<file path="config.mk">
export PLATFORM = sky130hd
export DESIGN_NAME = program_loader
export DESIGN_NICKNAME = d
export VERILOG_FILES = /design/src/rtl/program_loader_pkg.sv /design/src/rtl/loader_tx_arbiter.sv /design/src/rtl/program_loader.sv
export SDC_FILE = /design/constraint.sdc
export NUM_CORES = 1
export LEC_CHECK = 0
export ABC_AREA = 1
export ABC_CLOCK_PERIOD_IN_PS = 3800
export CORE_MARGIN = 10
export CORE_UTILIZATION = 63
export CTS_CLUSTER_DIAMETER = 200
export DETAILED_ROUTE_END_ITERATION = 10
export PLACE_DENSITY = 0.91
export SYNTH_ARGS = -nofsm -noshare
export SYNTH_HDL_FRONTEND = slang
export SYNTH_HIERARCHICAL = 1
export SYNTH_SLANG_ARGS = --single-unit
</file>
<file path="constraint.sdc">
create_clock -name clk -period 3.8 [get_ports clk]
set_clock_uncertainty 0.15 [all_clocks]
set_input_delay 0.38 -clock clk [delete_from_list [all_inputs] [get_ports clk]]
set_output_delay 0.38 -clock clk [all_outputs]
set_load 0.005 [all_outputs]
</file>
<file path="src/rtl/program_loader_pkg.sv">
`default_nettype none
// ============================================================================
// Module      : program_loader_pkg
// Description : Shared types and constants for the UART boot loader.
// Revision    : 1.0 - initial release
// ============================================================================
package program_loader_pkg;

    localparam int c_byte_w       = 8;
    localparam int c_word_w       = 32;
    localparam int c_size_bytes   = 4;

    localparam logic [7:0] c_sync_byte_def = 8'h99;
    localparam logic [7:0] c_done_byte_def = 8'hAA;

    typedef enum logic [2:0] {
        SEND_SYNC = 3'd0,
        RECV_SIZE = 3'd1,
        RECV_PROG = 3'd2,
        SEND_DONE = 3'd3,
        DONE      = 3'd4
    } state_t;

endpackage
`default_nettype wire

</file>
<file path="src/rtl/loader_tx_arbiter.sv">
`default_nettype none
// ============================================================================
// Module      : loader_tx_arbiter
// Description : Issues one-cycle UART_TX start pulses for the loader. A
//               request is accepted only when the UART is idle and no pulse
//               was issued in the previous cycle (UART busy lags one cycle).
// Revision    : 1.0 - initial release
// ============================================================================
module loader_tx_arbiter
    import program_loader_pkg::*;
(
    input  logic                clk,
    input  logic                reset,
    input  logic                i_req,
    input  logic [c_byte_w-1:0] i_data,
    input  logic                i_tx_busy,
    output logic                o_accept,
    output logic                o_tx_start,
    output logic [c_byte_w-1:0] o_tx_sdata
);

    logic                r_busy_wait;
    logic                r_tx_start;
    logic [c_byte_w-1:0] r_tx_sdata;
    logic                w_accept;

    assign w_accept   = i_req & ~i_tx_busy & ~r_busy_wait;
    assign o_accept   = w_accept;
    assign o_tx_start = r_tx_start;
    assign o_tx_sdata = r_tx_sdata;

    // Register the start pulse and data; busy_wait masks the cycle after a pulse.
    always_ff @(posedge clk) begin
        if (reset) begin
            r_busy_wait <= 1'b0;
            r_tx_start  <= 1'b0;
            r_tx_sdata  <= '0;
        end else begin
            r_busy_wait <= w_accept;
            r_tx_start  <= w_accept;
            if (w_accept) begin
                r_tx_sdata <= i_data;
            end
        end
    end

endmodule
`default_nettype wire

</file>
<file path="src/rtl/program_loader.sv">
`default_nettype none
// ============================================================================
// Module      : program_loader
// Description : UART boot loader. Sends SYNC_BYTE, receives a 32-bit LE size,
//               writes that many bytes into instruction memory as LE words,
//               sends DONE_BYTE and raises load_done.
//               Optional macro PROGRAM_LOADER_CHECKSUM_EN adds an XOR checksum
//               port and transmits it right after DONE_BYTE.
// Revision    : 1.0 - initial release
// ============================================================================
module program_loader
    import program_loader_pkg::*;
#(
    parameter int                   IMEM_ADDR_WIDTH = 15,
    parameter logic [c_byte_w-1:0]  SYNC_BYTE       = c_sync_byte_def,
    parameter logic [c_byte_w-1:0]  DONE_BYTE       = c_done_byte_def
)
(
    input  logic                       clk,
    input  logic                       reset,
    input  logic [c_byte_w-1:0]        rx_rdata,
    input  logic                       rx_rdata_ready,
    input  logic                       tx_busy,
    output logic [c_byte_w-1:0]        tx_sdata,
    output logic                       tx_start,
    output logic                       imem_we,
    output logic [IMEM_ADDR_WIDTH-1:0] imem_addr,
    output logic [c_word_w-1:0]        imem_wdata,
    output logic                       load_done,
    output logic                       overflow
`ifdef PROGRAM_LOADER_CHECKSUM_EN
    ,
    output logic [c_byte_w-1:0]        checksum
`endif
);

    localparam logic [IMEM_ADDR_WIDTH:0] c_widx_one = {{IMEM_ADDR_WIDTH{1'b0}}, 1'b1};

    state_t                    r_state;
    state_t                    w_state_next;
    logic [c_word_w-1:0]       r_size;
    logic [c_word_w-1:0]       r_byte_cnt;
    logic [c_word_w-1:0]       r_word;
    logic [1:0]                r_size_cnt;
    // One extra bit so "memory full" is visible without the address wrapping.
    logic [IMEM_ADDR_WIDTH:0]  r_widx;
    logic                      r_we;
    logic [c_word_w-1:0]       r_wdata;
    logic                      r_overflow;

    logic                      w_tx_req;
    logic [c_byte_w-1:0]       w_tx_data;
    logic                      w_tx_accept;
    logic [c_word_w-1:0]       w_size_shift;
    logic [1:0]                w_lane;
    logic [c_word_w-1:0]       w_word_fill;
    logic                      w_last_byte;
    logic                      w_prog_strobe;
    logic                      w_word_done;
    logic [IMEM_ADDR_WIDTH:0]  w_widx_eff;
    logic                      w_fits;

`ifdef PROGRAM_LOADER_CHECKSUM_EN
    logic [c_byte_w-1:0]       r_cksum;
    logic                      r_done_sent;
`endif

    assign w_size_shift  = {rx_rdata, r_size[c_word_w-1:c_byte_w]};
    assign w_lane        = r_byte_cnt[1:0];
    assign w_last_byte   = ((r_byte_cnt + 32'd1) == r_size);
    assign w_prog_strobe = (r_state == RECV_PROG) & rx_rdata_ready;
    assign w_word_done   = w_prog_strobe & ((w_lane == 2'd3) | w_last_byte);
    // A write issued last cycle has not yet advanced r_widx; account for it.
    assign w_widx_eff    = r_widx + (r_we ? c_widx_one : '0);
    assign w_fits        = ~w_widx_eff[IMEM_ADDR_WIDTH];

    // Merge the incoming byte into its lane of the word being assembled.
    always_comb begin
        w_word_fill = r_word;
        w_word_fill[{w_lane, 3'b000} +: c_byte_w] = rx_rdata;
    end

    loader_tx_arbiter u_tx_arbiter (
        .clk        (clk),
        .reset      (reset),
        .i_req      (w_tx_req),
        .i_data     (w_tx_data),
        .i_tx_busy  (tx_busy),
        .o_accept   (w_tx_accept),
        .o_tx_start (tx_start),
        .o_tx_sdata (tx_sdata)
    );

    // State register.
    always_ff @(posedge clk) begin
        if (reset) begin
            r_state <= SEND_SYNC;
        end else begin
            r_state <= w_state_next;
        end
    end

    // Next-state and transmit-request decode.
    always_comb begin
        w_state_next = r_state;
        w_tx_req     = 1'b0;
        w_tx_data    = SYNC_BYTE;
        case (r_state)
            SEND_SYNC: begin
                w_tx_req = 1'b1;
                if (w_tx_accept) begin
                    w_state_next = RECV_SIZE;
                end
            end
            RECV_SIZE: begin
                if (rx_rdata_ready && (r_size_cnt == 2'd3)) begin
                    w_state_next = (w_size_shift == '0) ? SEND_DONE : RECV_PROG;
                end
            end
            RECV_PROG: begin
                if (w_prog_strobe && w_last_byte) begin
                    w_state_next = SEND_DONE;
                end
            end
            SEND_DONE: begin
                w_tx_req  = 1'b1;
                w_tx_data = DONE_BYTE;
`ifdef PROGRAM_LOADER_CHECKSUM_EN
                if (r_done_sent) begin
                    w_tx_data = r_cksum;
                end
                if (w_tx_accept && r_done_sent) begin
                    w_state_next = DONE;
                end
`else
                if (w_tx_accept) begin
                    w_state_next = DONE;
                end
`endif
            end
            DONE: begin
                w_state_next = DONE;
            end
            default: begin
                w_state_next = SEND_SYNC;
            end
        endcase
    end

    // Size capture, byte counting, word assembly and memory write issue.
    always_ff @(posedge clk) begin
        if (reset) begin
            r_size     <= '0;
            r_size_cnt <= '0;
            r_byte_cnt <= '0;
            r_word     <= '0;
            r_widx     <= '0;
            r_we       <= 1'b0;
            r_wdata    <= '0;
            r_overflow <= 1'b0;
        end else begin
            r_we <= 1'b0;
            if (r_we) begin
                r_widx <= r_widx + c_widx_one;
            end
            if ((r_state == RECV_SIZE) && rx_rdata_ready) begin
                r_size     <= w_size_shift;
                r_size_cnt <= r_size_cnt + 2'd1;
            end
            if (w_prog_strobe) begin
                r_byte_cnt <= r_byte_cnt + 32'd1;
                r_word     <= w_word_done ? '0 : w_word_fill;
            end
            if (w_word_done) begin
                if (w_fits) begin
                    r_we    <= 1'b1;
                    r_wdata <= w_word_fill;
                end else begin
                    r_overflow <= 1'b1;
                end
            end
        end
    end

`ifdef PROGRAM_LOADER_CHECKSUM_EN
    // Running XOR of program bytes and tracking of the DONE_BYTE send.
    always_ff @(posedge clk) begin
        if (reset) begin
            r_cksum     <= '0;
            r_done_sent <= 1'b0;
        end else begin
            if (w_prog_strobe) begin
                r_cksum <= r_cksum ^ rx_rdata;
            end
            if ((r_state == SEND_DONE) && w_tx_accept) begin
                r_done_sent <= 1'b1;
            end
        end
    end

    assign checksum = r_cksum;
`endif

    assign imem_we    = r_we;
    assign imem_addr  = r_widx[IMEM_ADDR_WIDTH-1:0];
    assign imem_wdata = r_wdata;
    assign load_done  = (r_state == DONE);
    assign overflow   = r_overflow;

endmodule
`default_nettype wire
</file>
==> key figures <==
Pwr
  • Clock network power share: 0.351
  • Maximum VDD drop: 0.3120 mV
  • Final Total Pwr: 5.198 mW
  • Sw Share: 0.3503
  • Combinational share of power: 0.245
  • Pwr Density: 528.3 mW/mm²
  • Internal power: 3.378 mW
  • P_sw: 1.821 mW
  • P_leak: 3.973 nW
  • Seq pwr share: 0.404

Clock network
  • CTS tree: done
  • Resize count post-CTS: 0
  • Clock sinks: 160
  • Clock latency on the worst-skew pair: 0.43 ns
  • Clock transition at the registers of the reported paths: 0.07 ns
  • Postcts setup bufs: 0
  • CTS Buffer Depth: 2
  • Hold buffers post-CTS: 0
  • H-tree depth: 4
  • Clk root buf: clkbuf_16
  • Total CTS buffers: 17

Global route
  • Antenna violations before repair: 0
  • Global-route wire length before repair: 38.30 mm
  • Largest net degree at the start of global routing: 67
  • GRT overflow: 0
  • Overall Global Routing Usage: 0.2470
  • Vias in the first global route: 8054

Worst setup path
  • Startpoint types: flop
  • R2r startpoint: r_byte_cnt[0]
  • R2R cell count: 19
  • Critical path arrival: 3.52 ns
  • Reg2reg end: imem_wdata[10]
  • CP required: 3.98 ns
  • Crit Path Category: reg2reg
  • Flop-to-flop setup slack: 0.46 ns
  • Setup crit end kind: flop
  • Worst Path Max Fanout: 66

Hold path
  • Worst hold path type: reg2reg
  • Hold Path Depth: 2
  • Hold path start: r_word[12]
  • Hold path endpoint: r_word[12]

Finish
  • Fin area: 0.009841 mm²
  • Multi-input gate area: 0.004443 mm²
  • Fillers: 1010
  • Layout cell share with drive strength beyond 1: 0.05761
  • P&R area growth vs syn: 14.63%
  • Register area: 0.003203 mm²
  • Nets: 1360
  • # diodes: 0

Synth
  • Count leader, synth: nand2_1
  • Largest cells by area after synthesis: dfxtp_1, nand2_1, nand3_1, a21oi_1, nor2_1
  • Top cell type's share of synthesized area: 0.3731
  • Most used DFF post-synth: dfxtp_1
  • Yosys reg bits: 160
  • Syn Area/Cell: 6.523 µm²
  • Synth top cells by count: nand2_1, dfxtp_1, nor2_1, inv_1, nand3_1
  • Yosys cell types: 41
  • Post-synth EDFFs: 0
  • Sequential area share after synthesis: 0.3731
  • Synth Instances: 1316
  • Top cell type by total area after synthesis: dfxtp_1
  • Yosys warns: 6
  • Netlist Area Pre-Place: 0.008584 mm²
  • Ys async rst share: 0

Timing
  • Hold Violations, Final: 0
  • Worst Max-Slew Pin Slew: 1.025 ns
  • Hold_ws: 0.3185 ns
  • Slew HR: 0.3157
  • Final min period: 3.339 ns
  • Max Clock Freq: 299.5 MHz
  • # setup viols final: 0
  • Post-Route Setup TNS: 0 ns
  • Period utilization: 0.8787
  • Final Max Slew Viols: 0
  • RSZ-0062 raised after global routing: no

Detailed routing
  • WL/cell: 15.21 µm
  • Routed WL: 23.27 mm
  • Initial DRC count: 1396
  • Pre-antenna DRT Iters: 6
  • Final ANT Viol Nets: 0
  • Via density: 5.864
  • Via Count: 8972
  • Drt drc: 0

Die
  • Die Width: 136.7 µm
  • Starting Density: 0.6457
  • Die Height: 136.7 µm
  • Core area: 0.01330 mm²
  • Die area: 0.01870 mm²
  • Io pins: 71
  • # rows: 42

Place
  • Port bufs: 70
  • DP Area: 0.009216 mm²
  • Placer Congestion: 0.9903
  • Detailed Place HPWL: 15.66 mm

Run
  • Max Cap Viol: 0

Outcome
  • Outcome: finished clean
power groups by stage:
stage,Combinational (mW),Sequential (mW),Clock (mW)
2_1_floorplan,0.933,2.06,0
3_3_place_gp,1.20,2.12,0
3_5_place_dp,1.22,2.12,0
4_1_cts,1.25,2.09,1.82
5_1_grt,1.44,2.12,1.90
6_report,1.27,2.10,1.82
routing by layer:
layer / track usage / vias up / wire (µm)
met5: 0 / - / 0
met1: 0.3104 / 4022 / 9365
met3: 0.05425 / 87 / 2392
met2: 0.3928 / 519 / 10650
met4: 0.1201 / 0 / 869
li1: - / 4344 / -
cells in the final DEF (no fill, tap or decap), types with 15 or more instances in the layout:
cell type          n
dfxtp_1          160
a21oi_1          138
nor2_1           152
nand3_1          142
clkbuf_16         17
clkdlybuf4s50_1   69
inv_1            141
a22oi_1           16
nand2_1          301
nor3_1            17
o21ai_0           66
nor4_1            15
registers in the layout, indices dropped and copies added, names as in the netlist:
signal	count
r_widx	16
r_state	3
u_tx_arbiter/o_tx_sdata	8
u_tx_arbiter/o_tx_start	1
r_byte_cnt	32
overflow	1
r_size_cnt	2
imem_wdata	32
r_size	32
r_word	32
imem_we	1
worst max-delay path: stages (launching register included):
cell	delay, ns
dfxtp_1	0.57
ha_1	0.30
nand2_2	0.13
nor2_8	0.17
nand2_1	0.15
nor2_4	0.20
nand2_1	0.07
nand2_1	0.07
nand2_1	0.06
nand2_1	0.05
nand2_1	0.05
nor2_1	0.10
nand2_1	0.06
nor2_1	0.16
nand2_1	0.16
o21ai_4	0.18
buf_12	0.26
nand3_1	0.16
nand2_1	0.09
nor2_1	0.04
worst max-delay path by stage:
stage	from	to	slack, ns	depth (start not counted)
finish	r_byte_cnt[0]	imem_wdata[10]	0.46	19
global route	r_byte_cnt[0]	imem_wdata[10]	0.18	19
global placement	r_byte_cnt[0]	imem_wdata[26]	0.73	19
detailed placement	r_byte_cnt[0]	r_word[18]	0.64	18
floorplan	r_byte_cnt[0]	r_word[29]	1.23	17
CTS	r_byte_cnt[0]	imem_wdata[10]	0.53	19
stage by stage:
stage,util,cells,worst slack [ns]
after floorplan,-,1318,1.226
after detailed placement,0.6932,1498,0.6368
final,0.7402,1530,0.4610
after CTS,0.7402,1530,0.5307
after global placement,0.6932,1498,0.7345
after global routing,0.7402,1530,0.1808
logic make-up (layout without fill, tap and decap cells):
group / Yosys count / after routing / share of synthesized area
xor+xnor: 6 / 6 / 0.006122
buf+inv: 225 / 261 / 0.1124
flops: 160 / 160 / 0.3731
other cells: 2 / 4 / 0.0008748
simple gates: 669 / 669 / 0.3393
fa+ha+maj: 7 / 7 / 0.01020
compound gates: 247 / 247 / 0.1580
layout make-up:
type,count,area share
multi-input combinational,933,0.4515
clock buffer,17,0.04323
tap,176,0.02238
sequential,160,0.3255
timing repair buffer,82,0.08112
clock inverter,15,0.02022
inverter,147,0.05607
No activity file was read; power rests on OpenSTA's default activity.
